**config.mk**
```make
export PLATFORM = sky130hd
export DESIGN_NAME = pipo_load_arbiter
export DESIGN_NICKNAME = d
export VERILOG_FILES = /design/src/rtl/pipo_arb_pkg.sv /design/src/rtl/pipo_data_reg.sv /design/src/rtl/pipo_load_arbiter.sv
export SDC_FILE = /design/constraint.sdc
export NUM_CORES = 1
export LEC_CHECK = 0
export CAP_MARGIN = 25
export CORE_MARGIN = 1.5
export CORE_UTILIZATION = 35
export CTS_CLUSTER_DIAMETER = 60
export DETAILED_ROUTE_END_ITERATION = 7
export DONT_BUFFER_PORTS = 1
export PLACE_DENSITY = 0.57
export SKIP_CTS_REPAIR_TIMING = 1
export SYNTH_ARGS = -nofsm -noshare
export SYNTH_HDL_FRONTEND = slang
export SYNTH_SLANG_ARGS = --single-unit
```
**constraint.sdc**
```tcl
create_clock -name Clk_In -period 2.1 [get_ports Clk_In]
set_clock_uncertainty 0.15 [all_clocks]
set_input_delay 0.21 -clock Clk_In [delete_from_list [all_inputs] [get_ports Clk_In]]
set_output_delay 0.21 -clock Clk_In [all_outputs]
set_load 0.02 [all_outputs]
```
**src/rtl/pipo_arb_pkg.sv**
```systemverilog
// Shared constants, FSM state encoding and grant helper for the PIPO load arbiter.
package pipo_arb_pkg;

    localparam int DEF_DATA_WIDTH  = 8;
    localparam int DEF_HOLD_CYCLES = 2;

    typedef enum logic [1:0] {
        ST_IDLE = 2'd0,
        ST_LOAD = 2'd1,
        ST_HOLD = 2'd2
    } state_e;

    function automatic logic [1:0] grant_onehot(input logic idx);
        return idx ? 2'b10 : 2'b01;
    endfunction

endpackage

```
**src/rtl/pipo_data_reg.sv**
```systemverilog
// Shared parallel register: falling-edge, async reset, loads only when enabled.
module pipo_data_reg
    import pipo_arb_pkg::*;
#(
    parameter int DATA_WIDTH = DEF_DATA_WIDTH
) (
    input  logic                  clk,
    input  logic                  rst,
    input  logic                  load_en,
    input  logic [DATA_WIDTH-1:0] data_d,
    output logic [DATA_WIDTH-1:0] data_q
);

    always_ff @(negedge clk or posedge rst) begin
        if (rst) begin
            data_q <= '0;
        end else if (load_en) begin
            data_q <= data_d;
        end
    end

endmodule

```
**src/rtl/pipo_load_arbiter.sv**
```systemverilog
// Two-requester arbiter owning a shared parallel register (IDLE -> LOAD -> HOLD).
// Define PIPO_ARB_ROUND_ROBIN_EN for round-robin tie-break; default is fixed priority (requester 0).
module pipo_load_arbiter
    import pipo_arb_pkg::*;
#(
    parameter int DATA_WIDTH  = DEF_DATA_WIDTH,
    parameter int HOLD_CYCLES = DEF_HOLD_CYCLES
) (
    input  logic                  Clk_In,
    input  logic                  Reset_In,
    input  logic [1:0]            Req_In,
    input  logic [DATA_WIDTH-1:0] Data0_In,
    input  logic [DATA_WIDTH-1:0] Data1_In,
    output logic [1:0]            Grant_Out,
    output logic [DATA_WIDTH-1:0] Parallel_Data_Out,
    output logic                  Owner_Out,
    output logic                  Busy_Out,
    output logic                  Done_Out
);

    localparam logic [7:0] HOLD_LOAD = 8'(HOLD_CYCLES - 1);

    state_e     state_q, state_d;
    logic [1:0] grant_q, grant_d;
    logic       owner_q, owner_d;
    logic       done_q,  done_d;
    logic [7:0] cnt_q,   cnt_d;
    logic       winner;
`ifdef PIPO_ARB_ROUND_ROBIN_EN
    logic       ptr_q,   ptr_d;
`endif

    // A lone requester always wins; only a tie consults the pointer (or requester 0).
    always_comb begin
`ifdef PIPO_ARB_ROUND_ROBIN_EN
        winner = (Req_In == 2'b11) ? ptr_q : Req_In[1];
`else
        winner = ~Req_In[0];
`endif
    end

    always_comb begin
        state_d = state_q;
        grant_d = grant_q;
        owner_d = owner_q;
        done_d  = 1'b0;
        cnt_d   = cnt_q;
`ifdef PIPO_ARB_ROUND_ROBIN_EN
        ptr_d   = ptr_q;
`endif
        case (state_q)
            ST_IDLE: begin
                if (|Req_In) begin
                    grant_d = grant_onehot(winner);
                    state_d = ST_LOAD;
`ifdef PIPO_ARB_ROUND_ROBIN_EN
                    ptr_d   = ~winner;
`endif
                end
            end
            ST_LOAD: begin
                owner_d = grant_q[1];
                cnt_d   = HOLD_LOAD;
                state_d = ST_HOLD;
            end
            ST_HOLD: begin
                if (cnt_q == 8'd0) begin
                    grant_d = 2'b00;
                    done_d  = 1'b1;
                    state_d = ST_IDLE;
                end else begin
                    cnt_d = cnt_q - 8'd1;
                end
            end
            default: begin
                grant_d = 2'b00;
                state_d = ST_IDLE;
            end
        endcase
    end

    always_ff @(negedge Clk_In or posedge Reset_In) begin
        if (Reset_In) begin
            state_q <= ST_IDLE;
            grant_q <= 2'b00;
            owner_q <= 1'b0;
            done_q  <= 1'b0;
            cnt_q   <= 8'd0;
`ifdef PIPO_ARB_ROUND_ROBIN_EN
            ptr_q   <= 1'b0;
`endif
        end else begin
            state_q <= state_d;
            grant_q <= grant_d;
            owner_q <= owner_d;
            done_q  <= done_d;
            cnt_q   <= cnt_d;
`ifdef PIPO_ARB_ROUND_ROBIN_EN
            ptr_q   <= ptr_d;
`endif
        end
    end

    pipo_data_reg #(
        .DATA_WIDTH(DATA_WIDTH)
    ) u_data_reg (
        .clk    (Clk_In),
        .rst    (Reset_In),
        .load_en(state_q == ST_LOAD),
        .data_d (grant_q[1] ? Data1_In : Data0_In),
        .data_q (Parallel_Data_Out)
    );

    assign Grant_Out = grant_q;
    assign Owner_Out = owner_q;
    assign Done_Out  = done_q;
    assign Busy_Out  = (state_q != ST_IDLE);

endmodule

```
==> results of run 1 <==
[stage by stage]
step                hold WS (ns)  utilization [%]  instances  TNS (ns)  power, uW
floorplan                  0.338                -        119   -0.0438       1650
global placement           0.360             39.7        163         0       1820
detailed placement         0.365             39.7        163         0       1860
CTS                        0.374             40.8        167     -2.13       2100
global route               0.401             40.8        167     -2.48       2270
finish                     0.375             40.8        167     -1.94       2080
[final timing paths]
| check | end | cells past startpoint |
|---|---|---|
| worst max register to register | cnt_q[2]$_DFFE_NP0P_ | 6 |
| worst min-delay path | cnt_q[5]$_DFFE_NP0P_ | 1 |
| worst max-delay path | Busy_Out | 1 |
| worst min register to register | cnt_q[5]$_DFFE_NP0P_ | 1 |
| max in group asynchronous | cnt_q[4]$_DFFE_NP0P_ | 2 |
| min in group asynchronous | cnt_q[6]$_DFFE_NP0P_ | 2 |
[sequential cells by signal (all words and copies together), names as in the netlist]
name	count
Done_Out	1
u_data_reg.data_q	8
cnt_q	8
Grant_Out	2
Owner_Out	1
state_q	2
[kinds of logic after synthesis]
kind of cell | synth area share [%]
and+or+nand+nor | 20.3
AOI/OAI and AO/OA | 16.4
DFF | 46.8
buffers and inverters | 5.74
muxes | 8.62
adders and majority gates | 2.13
[synth_stat cells, drive strengths merged, types with 2 or more instances]
cell and number:
mux2i 9, nand2 14, nand4b 2, dfrtn 22
buf 5, ha 2, o211ai 2, a32oi 2
nor2b 2, nor2 8, clkbuf 2, o21ai 13
nand3 6, nor3 2, inv 6, a31oi 2
a21oi 2
[layer usage]
layer,up-vias,share of wire [%]
met1,451,44
met2,26,50
met3,4,4.9
met4,0,1.1
li1,437,-
met5,-,0
[final cells by class]
cell class,instances,area share [%]
clock buffers,4,2.84
inverters,6,1.76
multi-input cells,84,43.9
flip-flops and latches,22,43.1
well taps,44,4.31
repair buffers,7,4.11
[where the power goes]
group | switching, uW | internal (uW)
Combinational | 558 | 397
Sequential | 274 | 621
Clock | 129 | 106
==> impl_metrics.tcl, run 1 <==
set metrics [dict create \
    synth-seq-cells 22 \
    slew_viol_final 0 \
    die_x_um 61.0 \
    cpLargestDelayFamily "flip-flops" \
    crit_chain "or2_4" \
    synth_top_area_share_pct 46.8 \
    port_buffers 0 \
    cts_max_level 1 \
    n_antenna_cell 0 \
    yosysSeqAreaShare_pct 46.8 \
    crit_buf_inv 0 \
    placed_area_mm2 0.00124 \
    powerDensity_mw_per_mm2 1630 \
    cts_tree "built" \
    slew_headroom_pct 73.0 \
    antenna_found_initial 0 \
    busiest_layer "met2" \
    synth_top_area_cell "dfrtn_1" \
    place_congestion 0.796 \
    tightest_slew_ns 0.402 \
    clock_sinks 22 \
    met1_usage_pct 17.4 \
    crit_fanout 2 \
    path_clk_slew_ns 0.09 \
    nNetsFinal 146 \
    drtIter0Drc 39 \
    crit_required_ns 1.74 \
    cts-root-buf "clkbuf_4" \
    num-fill-cells 324 \
    synth_area_leaders "dfrtn_1, mux2i_1, o21ai_0, nand2_1, nand3_1" \
    grt_pass1_wl_mm 3.93 \
    regArea_um2 551 \
    report.final.hold_viol_count 0 \
    synth_cells 119 \
    area_delta_synth_final_pct 8.62 \
    synth_nets 141 \
    min_from "cnt_q[5]$_DFFE_NP0P_" \
    grt_pass1_vias 859 \
    endpoint_kind "output pin" \
    dp_slack_ns 0.0851 \
    io-pin-count 33 \
    num_vias 918 \
    layout-drive-gt1-share_pct 14.6 \
    synth.avg_cell_area_um2 9.88 \
    synth_ff_type "dfrtn_1" \
    initial_core_util_pct 37.6 \
    finalWirelength_mm 2.49 \
    setup_viol 13 \
    final_design_area_no_fill_mm2 0.00128 \
    r2r-start "cnt_q[0]$_DFFE_NP0P_" \
    dieArea_mm2 0.00372 \
    fin_ws_ns -0.253 \
    drc_errors 0 \
    multiInputGateArea_um2 561 \
    use_met3_pct 2.77 \
    grt_max_degree 23 \
    grt_use_total_pct 14.4 \
    grtUsageMet2_pct 25.2 \
    drv_cap 0 \
    final_cell_mix "dfrtn_1, nand2_1, o21ai_0, mux2i_1, nor2_1" \
    dr.pass1.iters 4 \
    timing_worst_setup_path_type "flop to output pin" \
    wl_per_cell_um 14.9 \
    rsz0062_at_grt "yes" \
    routed_via_density 5.50 \
    hold_path_class "flop to flop" \
    clockBufferDepth 2 \
    crit_path_start "state_q[0]$_DFFE_NP0P_" \
    cpPeakStageDelay_ns 0.35 \
    violations "setup timing" \
    final_antenna_net_count 0 \
    ff2ff_setup_slack_ns 0.14 \
    outcome "finished with violations" \
    row_count 20 \
    worstSetupStartpointType "flop" \
    synth-edff-count 0 \
    layout_commonest_cell "dfrtn_1" \
    mappedNetlistArea_mm2 0.00118 \
    p_leak_uw 0.000558 \
    fp.coreArea_mm2 0.00313 \
    ys_types 38 \
    grt_overflow 0 \
    worstSkewPairLatency_ns 0.31 \
    cts_inserted_buffers 3 \
    cpMaxStageDelayCell "dfrtn_1" \
    ir_worst_vdd_uv 384 \
    arrival_ns 1.99 \
    fp.dieH_um 61.0 \
    dp_hpwl_mm 1.76 \
    synth-async-reset-ratio_pct 100 \
    yosys_warnings 0 \
]
No activity file was read; power rests on OpenSTA's default activity.
==> inputs of run 2 (changes only) <==
- CTS_CLUSTER_DIAMETER: 60 -> 40
- clock period: 2.1 -> 2.8 ns (I/O delays scaled with it)
==> run 2 against run 1 <==
Critical path depth unchanged; via count grew 0.44%; register-to-register slack improved by 0.58 ns; sequential share of layout area decreased by 0.29 points; clock power is 3% higher; critical path type unchanged; design area increased by 0.68%; sequential power down 25%; largest power group unchanged; first-iteration DRC count up 59%; non-clock buffer count down 1; worst setup slack better by 0.27 ns; combinational power is 26% lower; power is 23% lower; the flow now finishes without violations.
==> impl_metrics.tcl, run 2 (synthesized netlist as in run 1, its figures left out) <==
set metrics [dict create \
    outcome "complete, no violations" \
    crit_buf_inv 0 \
    total_power_uw 1610 \
    clock_sinks 22 \
    path_clk_slew_ns 0.08 \
    nNetsFinal 145 \
    swShare_pct 44.7 \
    p_leak_uw 0.000561 \
    port_buffers 0 \
    final_antenna_net_count 0 \
    place_congestion 0.757 \
    arrival_ns 2.35 \
    instances_no_fill 166 \
    wl_per_cell_um 15.0 \
    ir_worst_vdd_uv 439 \
    drv_cap 0 \
    worstSkewPairLatency_ns 0.30 \
    dr.pass1.iters 5 \
    cpLargestDelayFamily "flip-flops" \
    antenna_found_initial 0 \
    fp.dieH_um 61.0 \
    crit_chain "or2_4" \
    final_design_area_no_fill_mm2 0.00129 \
    layout-drive-gt1-share_pct 13.9 \
    p_int_uw 892 \
    pwr-share-comb_pct 43.5 \
    endpoint_kind "output pin" \
    crit_required_ns 2.37 \
    cpMaxStageDelayCell "dfrtn_1" \
    row_count 20 \
    layout_commonest_cell "dfrtn_1" \
    initial_core_util_pct 37.6 \
    powerDensity_mw_per_mm2 1260 \
    n_antenna_cell 0 \
    multiInputGateArea_um2 561 \
    placed_area_mm2 0.00123 \
    grt_max_degree 22 \
    routed_via_density 5.55 \
    fin_tns_setup_ns 0 \
    reg_top3 "cnt_q (8), u_data_reg.data_q (8)" \
    regArea_um2 551 \
    cts-root-buf "clkbuf_4" \
    worstSetupStartpointType "flop" \
    cts_tree "built" \
    cts_max_level 1 \
    clkPwrFrac_pct 15.0 \
    die_x_um 61.0 \
    hold_path_class "flop to flop" \
    drtIter0Drc 62 \
    setup_viol 0 \
    grt_use_total_pct 14.3 \
    io-pin-count 33 \
    area_delta_synth_final_pct 9.36 \
    num_vias 922 \
    num-fill-cells 305 \
    switching_power_uw 722 \
    cts_inserted_buffers 3 \
    rsz0062_at_grt "yes" \
    final_cell_mix "dfrtn_1, nand2_1, o21ai_0, mux2i_1, nor2_1" \
    crit_fanout 2 \
    grt_overflow 0 \
    report.final.hold_viol_count 0 \
    clockBufferDepth 2 \
    dp_hpwl_mm 1.81 \
    dieArea_mm2 0.00372 \
    finalWirelength_mm 2.49 \
    grt_pass1_vias 891 \
    drc_errors 0 \
    slew_viol_final 0 \
    dp_cells 162 \
    grt_pass1_wl_mm 3.96 \
    cpPeakStageDelay_ns 0.36 \
    fp.coreArea_mm2 0.00313 \
    timing_worst_setup_path_type "flop to output pin" \
    slew_headroom_pct 65.7 \
    seqPwrFrac_pct 41.5 \
    tightest_slew_ns 0.514 \
]
==> run 2: power groups by stage <==
| stage | registers [uW] | logic, uW | clock network [uW] |
|---|---|---|---|
| finish | 670 | 702 | 243 |
| global route | 693 | 781 | 267 |
| CTS | 671 | 700 | 254 |
| detailed placement | 677 | 697 | 0 |
| global placement | 669 | 665 | 0 |
| floorplan | 654 | 575 | 0 |
==> run 2: per-layer routing <==
metal / vias up / share of wire, % / global-route usage (%)
met5: - / 0 / 0
met4: 0 / 0.80 / 4.35
met3: 4 / 9.4 / 4.48
met2: 51 / 46 / 23.7
met1: 430 / 44 / 17.9
li1: 437 / - / -
==> run 2: layout make-up <==
cell class                 instances  share of cell area, %
inverter                           6                   1.75
clock buffer                       3                   1.75
clock inverter                     1                   2.33
sequential                        22                   42.8
tap                               44                   4.28
multi-input combinational         84                   43.6
timing repair buffer               6                   3.50
==> run 2: metrics by stage <==
stage | hold slack (ns) | utilization [%] | worst slack [ns]
floorplan | 0.338 | - | 0.159
global placement | 0.356 | 39.4 | 0.294
detailed placement | 0.370 | 39.4 | 0.284
CTS | 0.376 | 41.0 | -0.0625
global route | 0.407 | 41.1 | -0.0212
finish | 0.375 | 41.1 | 0.0199
==> run 2: final timing paths <==
path                                        start                       end  slack (ns)  cells after the start
setup / recovery           state_q[0]$_DFFE_NP0P_                  Busy_Out        0.02                      1
hold / removal               cnt_q[5]$_DFFE_NP0P_      cnt_q[5]$_DFFE_NP0P_        0.37                      1
setup reg to reg             cnt_q[0]$_DFFE_NP0P_      cnt_q[2]$_DFFE_NP0P_        0.72                      6
hold reg to reg              cnt_q[5]$_DFFE_NP0P_      cnt_q[5]$_DFFE_NP0P_        0.37                      1
max in group asynchronous                Reset_In     Owner_Out$_DFFE_NP0P_        1.31                      2
min in group asynchronous                Reset_In  Grant_Out[1]$_DFFE_NP0P_        0.99                      2
